### src/rtl/instr_fetch_unit.sv
// Instruction fetch stage: sequences the PC, issues word reads to a 1-cycle instruction
// memory and queues returned {instr, pc} pairs (2 entries) toward decode, with redirect/flush.
module instr_fetch_unit #(
    parameter logic [63:0] RESET_PC  = 64'h0,
    parameter int          BUF_DEPTH = 2
) (
    input  logic        clk,
    input  logic        rst_n,
    output logic        imem_req,
    output logic [63:0] imem_addr,
    input  logic [31:0] imem_rdata,
    input  logic        redirect_valid,
    input  logic [63:0] redirect_pc,
    output logic        id_valid,
    output logic [31:0] id_instr,
    output logic [63:0] id_pc,
    input  logic        id_ready,
    output logic        misalign_err,
    output logic [1:0]  o_dbg_state
);

    localparam logic [2:0] W_DEPTH = 3'(BUF_DEPTH);

    typedef enum logic [1:0] {
        ST_BOOT  = 2'd0,
        ST_RUN   = 2'd1,
        ST_REDIR = 2'd2
    } state_t;

    state_t      r_state;
    state_t      w_state_nxt;
    logic [63:0] r_pc;
    logic        r_inflight;
    logic [63:0] r_inflight_pc;
    logic [31:0] r_q_instr [2];
    logic [63:0] r_q_pc    [2];
    logic [1:0]  r_count;
    logic        r_misalign;

    logic        w_req;
    logic        w_push;
    logic        w_pop;
    logic [2:0]  w_occupancy;

    // Occupancy counts queued entries plus the outstanding read, ignoring any same-cycle pop,
    // so a response always finds a free slot.
    assign w_occupancy = {1'b0, r_count} + {2'b00, r_inflight};

    // Decode handshake: a transfer happens on any cycle where id_valid && id_ready; id_valid
    // never depends on id_ready and, once high, the head stays stable until taken or flushed.
    assign w_pop  = (r_count != 2'd0) && id_ready;
    assign w_push = r_inflight && !redirect_valid;

    always_ff @(posedge clk or negedge rst_n) begin
        if (!rst_n) begin
            r_state <= ST_BOOT;
        end else begin
            r_state <= w_state_nxt;
        end
    end

    always_comb begin
        w_state_nxt = r_state;
        w_req       = 1'b0;
        case (r_state)
            ST_BOOT: begin
                w_state_nxt = ST_RUN;
            end
            ST_RUN: begin
                if (redirect_valid) begin
                    w_state_nxt = ST_REDIR;
                end else begin
                    w_req = (w_occupancy < W_DEPTH);
                end
            end
            ST_REDIR: begin
                w_state_nxt = redirect_valid ? ST_REDIR : ST_RUN;
            end
            default: begin
                w_state_nxt = ST_BOOT;
            end
        endcase
    end

    always_ff @(posedge clk or negedge rst_n) begin
        if (!rst_n) begin
            r_pc          <= RESET_PC;
            r_inflight    <= 1'b0;
            r_inflight_pc <= 64'h0;
            r_misalign    <= 1'b0;
        end else begin
            r_inflight <= w_req;
            r_misalign <= redirect_valid && (redirect_pc[1:0] != 2'b00);
            if (w_req) begin
                r_inflight_pc <= r_pc;
            end
            if (redirect_valid) begin
                r_pc <= {redirect_pc[63:2], 2'b00};
            end else if (w_req) begin
                r_pc <= r_pc + 64'd4;
            end
        end
    end

    // Entry 0 is always the head, so the decode outputs come straight from registers.
    always_ff @(posedge clk or negedge rst_n) begin
        if (!rst_n) begin
            r_count      <= 2'd0;
            r_q_instr[0] <= 32'h0;
            r_q_instr[1] <= 32'h0;
            r_q_pc[0]    <= 64'h0;
            r_q_pc[1]    <= 64'h0;
        end else if (redirect_valid) begin
            r_count <= 2'd0;
        end else begin
            case ({w_push, w_pop})
                2'b10: begin
                    r_q_instr[r_count[0]] <= imem_rdata;
                    r_q_pc[r_count[0]]    <= r_inflight_pc;
                    r_count               <= r_count + 2'd1;
                end
                2'b01: begin
                    r_q_instr[0] <= r_q_instr[1];
                    r_q_pc[0]    <= r_q_pc[1];
                    r_count      <= r_count - 2'd1;
                end
                2'b11: begin
                    if (r_count == 2'd1) begin
                        r_q_instr[0] <= imem_rdata;
                        r_q_pc[0]    <= r_inflight_pc;
                    end else begin
                        r_q_instr[0] <= r_q_instr[1];
                        r_q_pc[0]    <= r_q_pc[1];
                        r_q_instr[1] <= imem_rdata;
                        r_q_pc[1]    <= r_inflight_pc;
                    end
                end
                default: begin
                end
            endcase
        end
    end

    assign imem_req     = w_req;
    assign imem_addr    = w_req ? r_pc : 64'h0;
    assign id_valid     = (r_count != 2'd0);
    assign id_instr     = r_q_instr[0];
    assign id_pc        = r_q_pc[0];
    assign misalign_err = r_misalign;
    assign o_dbg_state  = r_state;

endmodule
### config.mk
export PLATFORM = sky130hd
export DESIGN_NAME = instr_fetch_unit
export DESIGN_NICKNAME = d
export VERILOG_FILES = /design/src/rtl/instr_fetch_unit.sv
export SDC_FILE = /design/constraint.sdc
export NUM_CORES = 1
export LEC_CHECK = 0
export CORE_ASPECT_RATIO = 0.6
export CORE_MARGIN = 2
export CORE_UTILIZATION = 50
export DETAILED_ROUTE_END_ITERATION = 16
export DONT_BUFFER_PORTS = 1
export PLACE_DENSITY = 0.61
export RECOVER_POWER = 25
export SLEW_MARGIN = 5
export SYNTH_ARGS = -nofsm -noshare
export SYNTH_HDL_FRONTEND = slang
export SYNTH_SLANG_ARGS = --single-unit
### constraint.sdc
create_clock -name clk -period 2.45 [get_ports clk]
set_input_delay 0.3675 -clock clk [delete_from_list [all_inputs] [get_ports clk]]
set_output_delay 0.3675 -clock clk [all_outputs]
set_load 0.02 [all_outputs]
==> flow_metrics.env <==
export IMPL_routabilityCongestion=0.843
export IMPL_synthesis_area_per_instance_um2=9.37
export IMPL_detailedPlace_worstSlack_ps=128
export IMPL_wl_mm=43.7
export IMPL_areaGrowthSynthToFinish_pct=16.4
export IMPL_via_count_of_the_first_global_routing_pass=11800
export IMPL_met2_length_mm=18.8
export IMPL_share_clk_of_total_power=0.229
export IMPL_grt_start_max_net_pins=320
export IMPL_grt_pass1_wl_mm=68.8
export IMPL_cp_buffers_inverters=3
export IMPL_cp_common_cell="sky130_fd_sc_hd__buf_6"
export IMPL_cp_slowest_cell="sky130_fd_sc_hd__a2111o_2"
export IMPL_ys_dominant_reg_cell="sky130_fd_sc_hd__dfrtp_1"
export IMPL_slew_headroom=0.229
export IMPL_timing_hold_worst_class="in2async"
export IMPL_track_usage=0.270
export IMPL_cpLargestDelayFamily="buffers and inverters"
export IMPL_remaining_drc_errors=0
export IMPL_net_switching_power_mw=8.36
export IMPL_final_hold_violation_count=319
export IMPL_drv_cap=0
export IMPL_ant_nets=0
export IMPL_share_of_final_layout_standard_cells_stronger_than_drive_strength_1=0.132
export IMPL_power_switching_fraction=0.394
export IMPL_die_h_um=140
export IMPL_grt_setup_unrepaired="true"
export IMPL_power_share_combinational=0.295
export IMPL_final_nets=1755
export IMPL_io_buffers=0
export IMPL_detailroute_wirelength_met3_mm=3.70
export IMPL_cts_hold_repair_buffers=94
export IMPL_floorplan_initialDensity=0.513
export IMPL_core_area_um2=30200
export IMPL_route_vias_total=12000
export IMPL_crit_path_max_incr_delay_ps=420
export IMPL_fin_worst_hold_slack_ps=-504
export IMPL_wl_met1_mm=20.0
export IMPL_placed_cells_incl_taps=1913
export IMPL_synth_commonest_cells="sky130_fd_sc_hd__dfrtp_1 (319), sky130_fd_sc_hd__nand2_1 (294), sky130_fd_sc_hd__nor2_1 (135), sky130_fd_sc_hd__o21ai_0 (128), sky130_fd_sc_hd__mux2i_1 (109)"
export IMPL_crit_cells=6
export IMPL_initialDrtViolationCount=1131
export IMPL_path_max_fanout=14
export IMPL_internal_power_mw=12.9
export IMPL_maximum_clock_rate_mhz=396
export IMPL_power_frac_seq=0.475
export IMPL_die_area_um2=32500
export IMPL_post_synth_top_area_share=0.515
export IMPL_io_pins=265
export IMPL_drt_pass1_iter_count=5
export IMPL_layoutNonFillerInstCount=2086
export IMPL_cts_htree_levels=1
export IMPL_crit_type="reg2out"
export IMPL_power_mw=21.2
export IMPL_setup_viol=40
export IMPL_worstSetupEndpointType="primary output"
export IMPL_synthesis_yosys_warnings=0
export IMPL_crit_arrival_ps=2150
export IMPL_synth_seq_area_share=0.515
export IMPL_clock_sink_count=319
export IMPL_peakVddDrop_mv=0.680
export IMPL_r2r_worst_path_cells=8
export IMPL_wirelength_per_cell_um=20.9
export IMPL_synth_area_top_cells="sky130_fd_sc_hd__dfrtp_1 (51%), sky130_fd_sc_hd__nand2_1 (7.1%), sky130_fd_sc_hd__mux2i_1 (7.0%)"
export IMPL_clockRootBuffer="sky130_fd_sc_hd__clkbuf_16"
export IMPL_slew_violations=0
export IMPL_postLayoutSetupSlackWorst_ps=-72.3
export IMPL_ys_async_sr_fraction=1.00
export IMPL_outcome="finished with violations"
export IMPL_syn_inst=1655
export IMPL_startpoint_type="flip-flop"
export IMPL_total_negative_setup_slack_ps=-1080
export IMPL_route_detailed_vias_per_inst=5.76
export IMPL_finClkSkew_ps=24.6
export IMPL_cts_buffers=31
export IMPL_clk_pin_slew_ps=70
export IMPL_yosys_register_bits=319
export IMPL_timing_final_crit_period_ps=2520
export IMPL_power_density_nw_per_um2=1170
export IMPL_placement_rows=49
export IMPL_clk_latency_ps=590
export IMPL_cts_path_max_buffers=3
export IMPL_timing_final_crit_share=1.03
export IMPL_synth_most_common_cell="sky130_fd_sc_hd__dfrtp_1"
export IMPL_hpwl_mm=26.7
export IMPL_cp_data_required_time_ps=2080
export IMPL_slew_of_the_pin_with_the_lowest_slew_margin_ps=1160
export IMPL_number_of_enable_flip_flop_cells_after_synthesis=0
export IMPL_failed_checks="negative hold slack, negative setup slack"
export IMPL_synth_lib_cells_used_distinct=56
export IMPL_crit_chain="nand2b_4 -> a2111o_2 -> buf_6 -> buf_16 -> nor2_4 -> buf_6"
export IMPL_cts_tree="built"
export IMPL_die_x_um=231
export IMPL_yosysTopAreaCell="sky130_fd_sc_hd__dfrtp_1"
export IMPL_antenna_found_initial=3
export IMPL_grt_overflow_total=0
export IMPL_p_leak_nw=8.03
export IMPL_synthesis_area_um2=15500
export IMPL_top_layer_used="met4"
cells by family (layout without fill, tap and decap cells):
kind of cell | count (synthesis) | count (layout) | share of synthesized area
compound gates | 357 | 357 | 0.138
xor+xnor | 3 | 3 | 0.00169
fa+ha+maj | 3 | 3 | 0.00242
buf+inv | 231 | 251 | 0.0816
flops | 319 | 319 | 0.515
mux | 111 | 111 | 0.0718
other cells | 1 | 4 | 0.000242
simple gates | 630 | 630 | 0.189
stage by stage:
stage / area (um^2) / util
floorplan: 15500 / -
detailed placement: 15500 / 0.513
CTS: 18000 / 0.595
finish: 18100 / 0.597
global route: 18100 / 0.597
global placement: 15500 / 0.513
per-layer routing:
layer,up-vias,global-route usage
li1,5615,-
met5,-,0
met1,5876,0.401
met4,0,0.0720
met3,76,0.0654
met2,450,0.394
sequential cells by signal, summed over array words and instances, names as in the netlist:
register and flops:
r_q_pc 62, r_count 2, r_pc 62, id_pc 63, r_q_instr 32, misalign_err 1
r_inflight 1, id_instr 32, o_dbg_state 2, r_inflight_pc 62
path summary, 6_finish.rpt:
| check | endpoint | slack [ps] | from |
|---|---|---|---|
| setup / recovery | imem_addr[47] | -70 | o_dbg_state[1]$_DFFE_PN0P_ |
| hold / removal | r_q_pc[26]$_DFFE_PN0P_ | -500 | rst_n |
| setup reg to reg | r_pc[50]$_DFFE_PN0P_ | 120 | r_pc[2]$_DFFE_PN0P_ |
| hold reg to reg | r_q_pc[49]$_DFFE_PN0P_ | 470 | r_q_pc[49]$_DFFE_PN0P_ |
| max in group asynchronous | r_pc[19]$_DFFE_PN0P_ | 2250 | rst_n |
| min in group clk | id_instr[0]$_DFFE_PN0P_ | 20 | imem_rdata[0] |
power groups by stage:
stage	Sequential, mW	Clock, mW	Combinational, mW
floorplan	8.49	0	6.46
global placement	10.1	0	5.36
detailed placement	10.2	0	5.50
CTS	10.1	4.94	6.25
global route	10.4	5.19	7.01
finish	10.1	4.87	6.26
cells in the final DEF, fill, tap and decap left out, types with 6 or more instances in the layout:
cell,netlist,final
sky130_fd_sc_hd__nand2_2,0,7
sky130_fd_sc_hd__buf_12,0,16
sky130_fd_sc_hd__or4_1,14,14
sky130_fd_sc_hd__nand4_1,31,31
sky130_fd_sc_hd__o21ai_0,128,128
sky130_fd_sc_hd__a21o_1,58,58
sky130_fd_sc_hd__o211ai_1,16,16
sky130_fd_sc_hd__nor3_1,6,6
sky130_fd_sc_hd__nor4_1,10,9
sky130_fd_sc_hd__buf_4,98,41
sky130_fd_sc_hd__and2_4,0,47
sky130_fd_sc_hd__a22oi_1,9,9
sky130_fd_sc_hd__nor2_2,0,6
sky130_fd_sc_hd__dfrtp_1,319,317
sky130_fd_sc_hd__nor2_1,135,126
sky130_fd_sc_hd__nand3_1,46,46
sky130_fd_sc_hd__mux2i_1,109,109
sky130_fd_sc_hd__clkbuf_16,0,31
sky130_fd_sc_hd__o311ai_0,13,13
sky130_fd_sc_hd__or3_1,7,7
sky130_fd_sc_hd__nand2_1,294,286
sky130_fd_sc_hd__clkbuf_1,75,7
sky130_fd_sc_hd__a21oi_1,105,103
sky130_fd_sc_hd__buf_6,0,9
sky130_fd_sc_hd__inv_1,26,18
sky130_fd_sc_hd__dlygate4sd3_1,0,93
sky130_fd_sc_hd__and3_1,10,10
area by class of cell:
type | instances | area, um^2
Sequential cell | 319 | 7990
Multi-Input combinational cell | 1106 | 6500
Inverter | 26 | 113
Antenna cell | 2 | 5.00
Timing Repair Buffer | 168 | 1930
Clock inverter | 14 | 145
Clock buffer | 43 | 871
Fill cell | 2584 | 12200
Tap cell | 408 | 510
what timing repair did:
action	4_1_cts	5_1_grt
setup endpoints to repair	63	71
hold endpoints to repair	440	319
gates cloned	7	0
setup buffers	9	4
resized for setup	135	10
pin swaps	3	2
No activity file was read; power rests on OpenSTA's default activity.
